<file path="config.mk">
export PLATFORM = sky130hd
export DESIGN_NAME = seq_pattern_ctrl
export DESIGN_NICKNAME = d
export VERILOG_FILES = /design/src/rtl/seq_pattern_ctrl_pkg.sv /design/src/rtl/seq_step_counter.sv /design/src/rtl/seq_pattern_ctrl.sv
export SDC_FILE = /design/constraint.sdc
export NUM_CORES = 1
export LEC_CHECK = 0
export BUFFER_PORTS_ARGS = -buffer_cell sky130_fd_sc_hd__buf_4
export CAP_MARGIN = 15
export CORE_MARGIN = 5
export CORE_UTILIZATION = 53
export CTS_BUF_LIST = sky130_fd_sc_hd__clkbuf_8
export DETAILED_ROUTE_END_ITERATION = 16
export PLACE_DENSITY = 0.8
export RECOVER_POWER = 25
export REMOVE_ABC_BUFFERS = 1
export SLEW_MARGIN = 40
export SYNTH_ARGS = -nofsm -noshare
export SYNTH_HDL_FRONTEND = slang
export SYNTH_SLANG_ARGS = --single-unit
</file>
<file path="constraint.sdc">
create_clock -name clk -period 1.9 [get_ports clk]
set_input_delay 0.19 -clock clk [delete_from_list [all_inputs] [get_ports clk]]
set_output_delay 0.19 -clock clk [all_outputs]
set_load 0.02 [all_outputs]
</file>
<file path="src/rtl/seq_pattern_ctrl_pkg.sv">
// Shared definitions for the serial-pattern sequencer: controller state codes
// and the pattern loaded at reset.
package seq_pattern_ctrl_pkg;

  typedef enum logic [1:0] {
    ST_IDLE = 2'd0,
    ST_RUN  = 2'd1,
    ST_DONE = 2'd2
  } state_t;

  localparam logic [3:0] DEF_PATTERN = 4'b1110;

endpackage

</file>
<file path="src/rtl/seq_step_counter.sv">
// Step index and pass counter for the pattern sequencer. A pass count of zero
// means continuous playback, so last_pass never asserts in that mode.
module seq_step_counter #(
  parameter int STEPS = 4,
  parameter int CW    = 4,
  parameter int IW    = $clog2(STEPS)
) (
  input  logic          clk,
  input  logic          clr,
  input  logic          clear,
  input  logic          init,
  input  logic          adv,
  input  logic [CW-1:0] reps,
  output logic [IW-1:0] step_idx,
  output logic          wrap,
  output logic          last_pass
);

  logic [CW-1:0] pass;

  assign wrap      = (step_idx == IW'(STEPS - 1));
  assign last_pass = (pass == CW'(1));

  always_ff @(posedge clk or negedge clr) begin
    if (!clr) begin
      step_idx <= '0;
      pass     <= '0;
    end else if (clear) begin
      step_idx <= '0;
      pass     <= '0;
    end else if (init) begin
      step_idx <= '0;
      pass     <= reps;
    end else if (adv) begin
      if (wrap) begin
        step_idx <= '0;
        // Continuous mode (pass==0) never decrements.
        if (pass > CW'(1)) pass <= pass - 1'b1;
      end else begin
        step_idx <= step_idx + 1'b1;
      end
    end
  end

endmodule

</file>
<file path="src/rtl/seq_pattern_ctrl.sv">
// Programmable serial-pattern sequencer: plays a STEPS-bit pattern one bit per
// clock for a requested number of passes, with start/abort/busy/done handshake.
module seq_pattern_ctrl
  import seq_pattern_ctrl_pkg::*;
#(
  parameter int               STEPS   = 4,
  parameter int               CW      = 4,
  parameter logic [STEPS-1:0] RST_PAT = STEPS'(DEF_PATTERN),
  parameter int               IW      = $clog2(STEPS)
) (
  input  logic             clk,
  input  logic             clr,
  input  logic             load,
  input  logic [STEPS-1:0] pattern_in,
  input  logic             start,
  input  logic [CW-1:0]    reps,
  input  logic             abort,
  output logic             x,
  output logic             busy,
  output logic             done,
  output logic [IW-1:0]    step_idx
);

  state_t           state, state_nx;
  logic [STEPS-1:0] pattern, pattern_nx;
  logic             x_nx;
  logic             cnt_clear, cnt_init, cnt_adv;
  logic             wrap, last_pass;
  logic [IW-1:0]    idx_nx;
  logic             first_bit;

  seq_step_counter #(
    .STEPS (STEPS),
    .CW    (CW),
    .IW    (IW)
  ) u_counter (
    .clk       (clk),
    .clr       (clr),
    .clear     (cnt_clear),
    .init      (cnt_init),
    .adv       (cnt_adv),
    .reps      (reps),
    .step_idx  (step_idx),
    .wrap      (wrap),
    .last_pass (last_pass)
  );

  assign busy = (state == ST_RUN);
  assign done = (state == ST_DONE);

  always_ff @(posedge clk or negedge clr) begin
    if (!clr) begin
      state   <= ST_IDLE;
      pattern <= RST_PAT;
      x       <= 1'b0;
    end else begin
      state   <= state_nx;
      pattern <= pattern_nx;
      x       <= x_nx;
    end
  end

  always_comb begin
    state_nx   = state;
    pattern_nx = pattern;
    x_nx       = 1'b0;
    cnt_clear  = 1'b0;
    cnt_init   = 1'b0;
    cnt_adv    = 1'b0;
    idx_nx     = wrap ? '0 : step_idx + 1'b1;
    // A load in the same cycle as start takes effect for the first bit.
    first_bit  = load ? pattern_in[0] : pattern[0];
    case (state)
      ST_IDLE: begin
        if (load) pattern_nx = pattern_in;
        if (start) begin
          state_nx = ST_RUN;
          cnt_init = 1'b1;
          x_nx     = first_bit;
        end
      end
      ST_RUN: begin
        // Abort takes priority over the final wrap.
        if (abort || (wrap && last_pass)) begin
          state_nx  = ST_DONE;
          cnt_clear = 1'b1;
        end else begin
          cnt_adv = 1'b1;
          x_nx    = pattern[idx_nx];
        end
      end
      ST_DONE: begin
        if (load) pattern_nx = pattern_in;
        state_nx = ST_IDLE;
      end
      default: begin
        state_nx  = ST_IDLE;
        cnt_clear = 1'b1;
      end
    endcase
  end

endmodule

</file>
# Word-level counts from Yosys, hierarchy flattened
# Index checks and enable logic that the tools add are counted.
# Widths: inputs -> output; s select.
[totals]
reg_bits = 13
elab_cells = 49
[classes]
magnitude_cmp = 2
addsub = 2
n_reduce_logical = 10
n_mux = 24
eq_ne = 6
[ops]
columns = ["op", "n"]
rows = [
  ["$mux 4", 5],
  ["$mux 2", 6],
  ["$mux 1", 9],
  ["$reduce_bool 3->1", 3],
  ["$eq 2x2->1 const B", 2],
  ["$eq 4x1->1 const B", 1],
  ["$gt 4x1->1 const B", 1],
  ["$pmux 1 s2", 2],
  ["$pmux 2 s2", 1],
  ["$reduce_and 2->1", 2],
  ["$sub 4x1->4 const B", 1],
  ["$lt 2x3->1 const B", 1],
  ["$reduce_and 3->1", 1],
  ["$add 2x1->2 const B", 1],
  ["$bmux 1 s2", 1],
  ["$eq 2x1->1 const B", 1],
  ["$logic_not 2->1", 1],
  ["$ne 2x1->1 const B", 1],
  ["$ne 2x2->1 const B", 1],
  ["$reduce_or 2->1", 1],
  ["$logic_and 1x1->1", 1],
  ["$logic_or 1x1->1", 1],
]

# Depth between registers and ports, before layout
# Gate-level depths: netlist of run 1.
[logic_depth]
depth_word = 8
ltp_mapped = 6

# By module
# A second synthesis of run 1 with hierarchy kept.
[hier_totals]
cells_unflattened = 74
hier_area_um2 = 782.0
[by_module_without_submodules]
columns = ["module", "area_per_inst_um2", "seq_area_each_um2", "cells_each", "n_inst"]
rows = [
  ["seq_step_counter", 422.9, 150.1, 44, 1],
  ["seq_pattern_ctrl", 359.1, 178.9, 30, 1],
]

# Least setup slack after synthesis of run 1
# Ideal clock, no wire load.
[synth_timing]
kind = "reg2reg"
from = "reg u_counter.step_idx[0]"
to = "reg x"
path_stages_with_launch = 4
setup_time_ps = 121
t_arrival_ps = 1528
path_buffers = 0
slack_ps = 251
t_required_ps = 1779
path_cell_list = "dfrtp_1 > ha_1 > mux4_2 > a22o_1"
[synth_via]
elab_chain_cells = 6
elab_cells_between_ends = 9
classes_between = "add/sub: 1; eq/ne: 1; mux: 5; reduce/logical: 2"
[synth_rtl]
columns = ["item", "line", "rtl"]
rows = [
  ["start, declared", "seq_step_counter.sv:14", "output logic [IW-1:0] step_idx,"],
  ["start signal, assigned", "seq_step_counter.sv:40", "step_idx <= step_idx + 1'b1;"],
  ["$add 2x1->2 / $eq 2x2->1 (equally long branches)", "seq_pattern_ctrl.sv:70, seq_step_counter.sv:21", ""],
  ["$mux 2", "seq_pattern_ctrl.sv:70", "idx_nx = wrap ? '0 : step_idx + 1'b1;"],
  ["$bmux 1 s2", "seq_pattern_ctrl.sv:89", "x_nx = pattern[idx_nx];"],
  ["$mux 1 (implied by the code)", "seq_pattern_ctrl.sv:89", ""],
  ["$mux 1 *", "seq_pattern_ctrl.sv:84", "if (abort || (wrap && last_pass)) begin"],
  ["$pmux 1 s2 *", "seq_pattern_ctrl.sv:73", "case (state)"],
  ["named net x_nx", "seq_pattern_ctrl.sv:26", "logic x_nx;"],
  ["end signal, assigned", "seq_pattern_ctrl.sv:59", "x <= x_nx;"],
  ["end, declared", "seq_pattern_ctrl.sv:18", "output logic x,"],
]
# The timed path passes the listed nets; every way through them passes the cells marked *. The select of a mux whose other input is x is not followed.
# A chain may end at the register's enable or synchronous reset.

# Worst setup path after layout of run 1
# Ends and elaborated chain as after synthesis.

==> flow_summary.toml, run 1 <==
[worst_setup_path]
startpoint_type = "flop"
crit_type = "flop to flop"
critical-path-max-stage-delay_ns = 0.51
path_max_fanout = 5
worstSetupPathDepth = 3
path_delay_family = "multiplexers"
crit_slowest_cell = "mux4_2"
required_ns = 2.03
cp.buffers_inverters = 0
arrival_ns = 1.79
path_cells = "ha_1 > mux4_2 > a22o_1"
rr_worst_depth = 3
end_kind = "flop"

[min_path]
hold_path_depth = 2
hp-class = "input port to flop"

[die]
dieHeight_um = 46.94
die_w_um = 46.94
io_pins = 18
start_util = 0.5558
core_um2 = 1301
rows = 13
fp.dieArea_um2 = 2203

[yosys]
ys_seq_elements = 13
netlist_instances = 66
synth_edf_count = 0
synth.avg_cell_area_um2 = 10.96
ys_warn_count = 0
synth-seq-area-share = 0.4550
synth_ff_type = "dfrtp_1"
postSynth.asyncResetShare = 1.000
synth_area_um2 = 723.2
synth_cell_types = 29

[cts]
clk_latency_ns = 0.24
cts_tree = "built"
cts_buffers = 3
clkSinkCount = 13
clk_pin_slew_ns = 0.06
cts.path.max_buffers = 2
cts_root_buf = "clkbuf_8"
cts-htree-levels = 1
post_cts_resized = 0
cts_setup_buffers = 0

[detailed_routing]
routed-wl-met2_um = 798
wirelength_um = 1726
dr.pass1.iters = 6
vias = 628
m1WireLength_um = 688
post_drt_wl_per_cell_um = 16.60
top_layer = "met4"
via_per_inst = 6.038
drt_iter0_markers = 19
ant_nets = 0
drc_errors = 0
wl_met3_um = 179

[sta]
finalCriticalPeriod_ns = 1.655
fmax_mhz = 604.2
rsz0062_at_grt = "false"
finClkSkew_ns = 0.004808
worst_pin_slew_ns = 0.7096
slew_headroom = 0.5269
drv_slew = 0
setup_slack_ns = 0.2449
period_share = 0.8711
final-setup-viol-count = 0
setup_tns_ns = 0
finalHoldViolCount = 0

[global_routing]
grt_pass1_wl_um = 2773
grt_pass1_vias = 611
grt_max_degree = 14
gr-usage-all-layers = 0.1826
antenna_found_initial = 0
grt-ovfl-total = 0

[place]
place.detailed.hpwl_um = 1276
place_congestion = 0.8379
port_buffers = 17
place_ws_ns = 0.2650
dpl.cell_count = 99
dpl-instance-area_um2 = 879.6

[cells_and_area]
instances_no_fill = 104
fin_area_um2 = 930.9
layout-drive-gt1-share = 0.3708
syn2layout_area_growth_pct = 28.72
diodes = 0
nNetsFinal = 106

[pwr]
p_leak_nw = 0.4258
ir_drop_mv = 0.8125
power_mw = 1.150
p_per_area_nw_per_um2 = 1235

[flow_run]
cap_viol_max_count = 0

[status]
status = "finished, final reports clean"
[metal layers]
layer | GRT usage | vias to the layer above
li1 | - | 291
met1 | 0.2246 | 299
met2 | 0.2791 | 28
met3 | 0.06897 | 10
met4 | 0.09392 | 0
met5 | 0 | -
[layout make-up]
type / instances / area (um^2)
fill: 91 / 370.4
clock buffer: 3 / 41.29
sequential: 13 / 329.1
clock inverter: 1 / 3.754
tap: 15 / 18.77
multi-input combinational: 50 / 381.6
timing repair buffer: 20 / 148.9
inverter: 2 / 7.507
[worst paths after layout]
path,startpoint,end,slack (ns)
setup / recovery,u_counter.step_idx[0],x,0.24
setup reg to reg,u_counter.step_idx[0],x,0.24
hold reg to reg,pattern[0],pattern[0],0.54
min in group asynchronous,clr,u_counter.pass[0],0.51
max in group asynchronous,clr,u_counter.pass[1],0.93
hold / removal,reps[3],u_counter.pass[3],0.17
[synth_stat cells (3+ instances only)]
cell / n / share of area
dfrtp_1: 10 / 0.35
nor2_1: 6 / 0.031
mux2_2: 5 / 0.078
nand2_1: 4 / 0.021
nor2b_1: 4 / 0.035
a21oi_1: 3 / 0.021
dfstp_2: 3 / 0.11
ha_1: 3 / 0.052
nand2b_1: 3 / 0.026
o22ai_1: 3 / 0.026
[repair_timing]
action,4_1_cts,5_1_grt
hold endpoints to repair,10,0
setup endpoints to repair,0,0
hold buffers,1,0
[cells in the final DEF, fill, tap and decap left out, drive strengths merged]
cell type	n
a221o	2
a2bb2oi	1
nand2b	3
o21ai	1
ha	3
a21oi	3
nor3	2
nor3b	1
dlygate4sd3	1
o21a	1
dfrtp	10
clkbuf	4
mux2i	1
xnor2	1
a22o	2
nor2b	4
mux2	5
dfstp	3
mux4	1
buf	18
and4b	1
o31ai	2
o22ai	3
inv	3
nor2	6
nand2	5
nand3	1
o31a	1
[registers in the layout, summed over array words and instances, names as in the netlist]
signal	cells
state	2
x	1
pattern	4
u_counter.pass	4
u_counter.step_idx	2
[through the flow]
step | util | hold slack [ns]
floorplan | - | -0.1056
global placement | 0.6760 | 0.04222
detailed placement | 0.6760 | 0.04325
CTS | 0.7183 | 0.1783
global route | 0.7154 | 0.1805
finish | 0.7154 | 0.1732
[power breakdown]
part           total (mW)  internal (mW)  leakage, nW  switching (mW)
combinational       0.439          0.223        0.238           0.217
sequential          0.467          0.377        0.161          0.0900
clock               0.244          0.143       0.0269           0.101
total                1.15          0.742        0.426           0.407
[cell families (layout without fill, tap and decap cells)]
group	after synthesis	after routing	share of synthesized area
simple gates	23	23	0.1730
compound gates	16	16	0.1678
flops	13	13	0.4550
mux	7	7	0.1228
fa+ha+maj	3	3	0.05191
buf+inv	3	26	0.01730
xor+xnor	1	1	0.01211
(Power assumes the default switching activity.)
==> inputs of run 2 (changes only) <==
--- a/config.mk
+++ b/config.mk
@@ -14,6 +14,7 @@
 export PLACE_DENSITY = 0.8
 export RECOVER_POWER = 25
 export REMOVE_ABC_BUFFERS = 1
+export SETUP_SLACK_MARGIN = 0.4
 export SLEW_MARGIN = 40
 export SYNTH_ARGS = -nofsm -noshare
 export SYNTH_HDL_FRONTEND = slang
==> flow_summary.toml, run 2 (synthesized netlist as in run 1, its figures left out) <==
[status]
status = "finished, final reports clean"

[place]
place.detailed.hpwl_um = 1276
place_ws_ns = 0.2650
port_buffers = 17
place_congestion = 0.8379

[cells_and_area]
syn2layout_area_growth_pct = 42.56
multi_input_area_um2 = 434.2
final_cell_mix = "buf_4, dfrtp_1, nor2_1, mux2_2, nand2_1"
biggestRegsByFlops = "pattern x4, u_counter.pass x4"
seq_area_um2 = 331.6
nNetsFinal = 112
diodes = 0
layout-drive-gt1-share = 0.5158
final_common_cell = "buf_4"
fin_util = 0.7923
fill_cells = 70

[sta]
final-setup-viol-count = 0
hold_ws_ns = 0.1740
finClkSkew_ns = 0.004369
setup_slack_ns = 0.3479
setup_tns_ns = 0
finalHoldViolCount = 0
finalCriticalPeriod_ns = 1.552
worst_pin_slew_ns = 0.7443
rsz0062_at_grt = "true"
drv_slew = 0
period_share = 0.8169
fmax_mhz = 644.3
slew_headroom = 0.5038

[pwr]
seqPwrFrac = 0.364
pwr-share-clk = 0.185
power_mw = 1.311
p_int_uw = 838.6
p_leak_nw = 0.4578
switching_share = 0.3605
ir_drop_mv = 0.8176
p_per_area_nw_per_um2 = 1272
comb_power_share = 0.451
switchingPower_uw = 472.8

[worst_setup_path]
critical-path-max-stage-delay_ns = 0.49
path_cells = "ha_4 > mux4_2 > a22o_1"
end_kind = "flop"
path_max_fanout = 2
crit_slowest_cell = "mux4_2"
cp.buffers_inverters = 0
path_delay_family = "multiplexers"
crit_type = "flop to flop"
required_ns = 2.03
startpoint_type = "flop"
arrival_ns = 1.68

[cts]
clkSinkCount = 13
clk_pin_slew_ns = 0.06
clk_latency_ns = 0.24
cts-htree-levels = 1
cts_buffers = 3
cts.path.max_buffers = 2
cts_root_buf = "clkbuf_8"
cts_tree = "built"

[flow_run]
cap_viol_max_count = 0

[die]
die_w_um = 46.94
rows = 13
core_um2 = 1301
start_util = 0.5558
fp.dieArea_um2 = 2203
dieHeight_um = 46.94
io_pins = 18

[detailed_routing]
drc_errors = 0
via_per_inst = 6.227
post_drt_wl_per_cell_um = 18.82
ant_nets = 0
wirelength_um = 2070
vias = 685
drt_iter0_markers = 21
dr.pass1.iters = 4

[global_routing]
gr-usage-all-layers = 0.2119
antenna_found_initial = 0
grt_pass1_wl_um = 3201
grt_max_degree = 14
grt_pass1_vias = 652
grt-ovfl-total = 0

[min_path]
hp-class = "input port to flop"
## run 2: routing by layer
metal	global-route usage	vias up	part of all wire
met2	0.3523	36	0.49
met1	0.2657	340	0.41
met5	0	-	0
li1	-	303	-
met3	0.06130	6	0.082
met4	0.06630	0	0.019
## run 2: power groups by stage
stage | combinational (mW) | sequential, mW | clock [mW]
after detailed placement | 0.429 | 0.469 | 0
after global placement | 0.415 | 0.464 | 0
after global routing | 0.633 | 0.486 | 0.260
final | 0.591 | 0.478 | 0.243
after floorplan | 0.259 | 0.478 | 0
after CTS | 0.557 | 0.463 | 0.244
## run 2: layout make-up
type                            instances  area share
Multi-Input combinational cell         50      0.4211
Inverter                                2    0.007282
Clock inverter                          1    0.003641
Timing Repair Buffer                   26      0.1881
Tap cell                               15     0.01820
Clock buffer                            3     0.04005
Sequential cell                        13      0.3216
## run 2: worst paths after layout
kind / end / depth (start not counted) / slack [ns] / start
setup reg to reg: x / 3 / 0.35 / u_counter.step_idx[0]
min in group asynchronous: u_counter.pass[2] / 2 / 0.53 / clr
hold / removal: u_counter.pass[3] / 2 / 0.17 / reps[3]
setup / recovery: x / 3 / 0.35 / u_counter.step_idx[0]
hold reg to reg: pattern[0] / 1 / 0.54 / pattern[0]
max in group asynchronous: u_counter.step_idx[0] / 2 / 0.86 / clr
## run 2: what timing repair did
item / CTS / global route
endpoints found under the setup margin: 3 / 4
endpoints found under the hold margin: 10 / 0
hold buffers: 1 / 0
pin swaps: 3 / 0
buffers inserted: 5 / 1
gates resized for setup: 10 / 3
## run 2: per-stage QoR
step | cell area [um^2] | std cells
after floorplan | 718.2 | 65
after global placement | 879.6 | 99
after detailed placement | 879.6 | 99
after CTS | 1018 | 109
after global routing | 1031 | 110
final | 1031 | 110
## run 2: worst register-to-register path: stages (launching register included)
cell and delay [ns]:
dfrtp_2 0.43, ha_4 0.28, mux4_2 0.49, a22o_1 0.23
==> inputs of run 3 (changes only) <==
--- a/config.mk
+++ b/config.mk
@@ -5,13 +5,14 @@
 export SDC_FILE = /design/constraint.sdc
 export NUM_CORES = 1
 export LEC_CHECK = 0
+export ABC_AREA = 1
 export BUFFER_PORTS_ARGS = -buffer_cell sky130_fd_sc_hd__buf_4
 export CAP_MARGIN = 15
 export CORE_MARGIN = 5
-export CORE_UTILIZATION = 53
+export CORE_UTILIZATION = 49
 export CTS_BUF_LIST = sky130_fd_sc_hd__clkbuf_8
 export DETAILED_ROUTE_END_ITERATION = 16
-export PLACE_DENSITY = 0.8
+export PLACE_DENSITY = 0.76
 export RECOVER_POWER = 25
 export REMOVE_ABC_BUFFERS = 1
 export SETUP_SLACK_MARGIN = 0.4
==> constraint.sdc (replaced) <==
create_clock -name clk -period 1.34 [get_ports clk]
set_input_delay 0.134 -clock clk [delete_from_list [all_inputs] [get_ports clk]]
set_output_delay 0.134 -clock clk [all_outputs]
set_load 0.02 [all_outputs]
==> flow_summary.toml, run 3 <==
[status]
status = "finished, violations left"
violations = "negative setup slack"

[min_path]
hp-class = "input port to flop"
hold_path_startpoint = "pattern_in[3]"

[sta]
setup_slack_ns = -0.1979
setup_tns_ns = -0.9957
finalCriticalPeriod_ns = 1.538
rsz0062_at_grt = "true"
final-setup-viol-count = 8
finClkSkew_ns = 0.005868
period_share = 1.148
finalHoldViolCount = 0
worst_pin_slew_ns = 0.7529
drv_slew = 0
fmax_mhz = 650.2
slew_headroom = 0.4981

[detailed_routing]
ant_nets = 0
via_per_inst = 5.982
vias = 987
routed-wl-met2_um = 1497
wirelength_um = 3057
dr.pass1.iters = 4
post_drt_wl_per_cell_um = 18.53
m1WireLength_um = 1166
wl_met3_um = 304
top_layer = "met4"
drc_errors = 0
drt_iter0_markers = 61

[global_routing]
grt_pass1_wl_um = 4098
antenna_found_initial = 0
grt_max_degree = 14
grt-ovfl-total = 0
grt_pass1_vias = 931
gr-usage-all-layers = 0.2086

[yosys]
ys_warn_count = 0
synth_ff_type = "dfrtp_1"
synth-seq-area-share = 0.4148
yosysTopAreaCell = "dfrtp_1"
post-synth-top-count-cell = "nand2_1"
synthTopCellsByCount = "nand2_1, inv_1, nor2_1, dfrtp_1, o21ai_0"
synth_area_leaders = "dfrtp_1, nand2_1, dfstp_2"
synth_cell_types = 18
ys_seq_elements = 13
synth.avg_cell_area_um2 = 7.777
synth_edf_count = 0
synth_area_um2 = 793.3
synth_top_cell_area_share = 0.3155
netlist_instances = 102
postSynth.asyncResetShare = 1.000

[die]
die_w_um = 50.24
fp.dieArea_um2 = 2524
rows = 14
io_pins = 18
dieHeight_um = 50.24
core_um2 = 1524
start_util = 0.5205

[pwr]
comb_power_share = 0.632
p_int_mw = 1.670
power_mw = 2.959
p_leak_nw = 0.7103
p_per_area_nw_per_um2 = 2139
switchingPower_mw = 1.290
switching_share = 0.4358
ir_drop_mv = 1.522
seqPwrFrac = 0.242
pwr-share-clk = 0.126

[worst_setup_path]
worstSetupPathDepth = 9
critical-path-max-stage-delay_ns = 0.41
required_ns = 1.52
cp.buffers_inverters = 2
path_cells = "inv_2 > nand2_1 > nor2_1 > nand2_1 > o21ai_0 > inv_1 > nor2_1 > nand2_1 > nand2_1"
arrival_ns = 1.72
path_max_fanout = 4
r2r_setup_slack_ns = -0.20
crit_type = "flop to flop"
crit_slowest_cell = "dfrtp_1"
cpMostUsedCell = "nand2_1"
worstReg2RegEnd = "u_counter.pass[1]"
startpoint_type = "flop"
startpoint = "state[0]"
endpoint = "u_counter.pass[1]"
end_kind = "flop"
rr_worst_depth = 9
rr_startpoint = "state[0]"
path_delay_family = "simple AND/OR/NAND/NOR gates"

[cells_and_area]
diodes = 0
final_common_cell = "buf_4"
nNetsFinal = 166
biggestRegsByFlops = "pattern x4, u_counter.pass x4"
layout-drive-gt1-share = 0.5906
syn2layout_area_growth_pct = 74.45
final_cell_mix = "buf_4, buf_6, nand2_1"

[flow_run]
cap_viol_max_count = 0

[place]
place_ws_ns = -0.1342
place_congestion = 0.7871
port_buffers = 17
place.detailed.hpwl_um = 1439

[cts]
cts_buffers = 3
clk_pin_slew_ns = 0.07
cts_tree = "built"
clkSinkCount = 13
cts-htree-levels = 1
cts.path.max_buffers = 2
cts_root_buf = "clkbuf_8"
clk_latency_ns = 0.25
## run 3: changes by cell type after synthesis, sizes merged, moves of 2 or more
cell    previous run  this run
nor2b              4         0
nand3              1         8
a221o              2         0
nand2b             3         0
inv                2        15
nor3               2         0
o22ai              3         0
o31ai              2         0
nand2              5        28
nor2               6        13
o21ai              1         9
a22o               2         0
nand4              0         4
## run 3: power by group through the flow
stage / Sequential [mW] / Clock, mW / Combinational (mW)
final: 0.716 / 0.373 / 1.87
after global routing: 0.736 / 0.396 / 1.97
after CTS: 0.691 / 0.355 / 1.49
after detailed placement: 0.684 / 0 / 1.13
after global placement: 0.676 / 0 / 1.10
after floorplan: 0.713 / 0 / 0.657
## run 3: cell type report
class                      count  area (um^2)
clock buffer                   3        41.29
clock inverter                 1        3.754
fill                          53        140.1
inverter                      15        56.30
multi-input combinational     73        543.0
sequential                    13        330.3
tap                           16        20.02
timing repair buffer          44        389.1
## run 3: timing repair
action                                 in CTS  in global routing
endpoints found under the hold margin      13                  0
hold buffers                                1                  0
setup endpoints to repair                  17                 17
pin swaps                                  11                  8
buffers inserted                            6                  9
gates resized for setup                    42                 17
## run 3: per-layer routing
layer | vias up | global-route usage
met1 | 477 | 0.2786
met3 | 13 | 0.03550
li1 | 426 | -
met5 | - | 0
met2 | 71 | 0.3264
met4 | 0 | 0.09607
## run 3: worst min path at each step
| stage | cells after the start | slack [ns] | to |
|---|---|---|---|
| after floorplan | 0 | -0.16 | pattern[0] |
| final | 2 | 0.11 | pattern[3] |
| after CTS | 2 | 0.12 | pattern[1] |
| after global routing | 2 | 0.10 | pattern[1] |
| after detailed placement | 1 | -0.01 | pattern[0] |
| after global placement | 1 | -0.01 | pattern[0] |
## run 3: cell families after synthesis
family	synth area share
and+or+nand+nor	0.3139
buffers and inverters	0.08044
DFF	0.4148
AOI/OAI and AO/OA	0.07570
muxes	0.05678
adders and majority gates	0.04732
xor gates and xnor gates	0.01104
## run 3: through the flow
step	utilization	hold slack, ns	area, um^2	cells
floorplan	-	-0.1616	785.8	101
global placement	0.6667	-0.01421	1016	145
detailed placement	0.6667	-0.01010	1016	145
CTS	0.8276	0.1203	1261	156
global route	0.9080	0.1044	1384	165
finish	0.9080	0.1123	1384	165
## run 3: worst register-to-register path: stages, from the launching register on
cell and delay [ns]:
dfrtp_1 0.41, inv_2 0.14, nand2_1 0.08, nor2_1 0.26
nand2_1 0.08, o21ai_0 0.11, inv_1 0.09, nor2_1 0.14
nand2_1 0.09, nand2_1 0.09
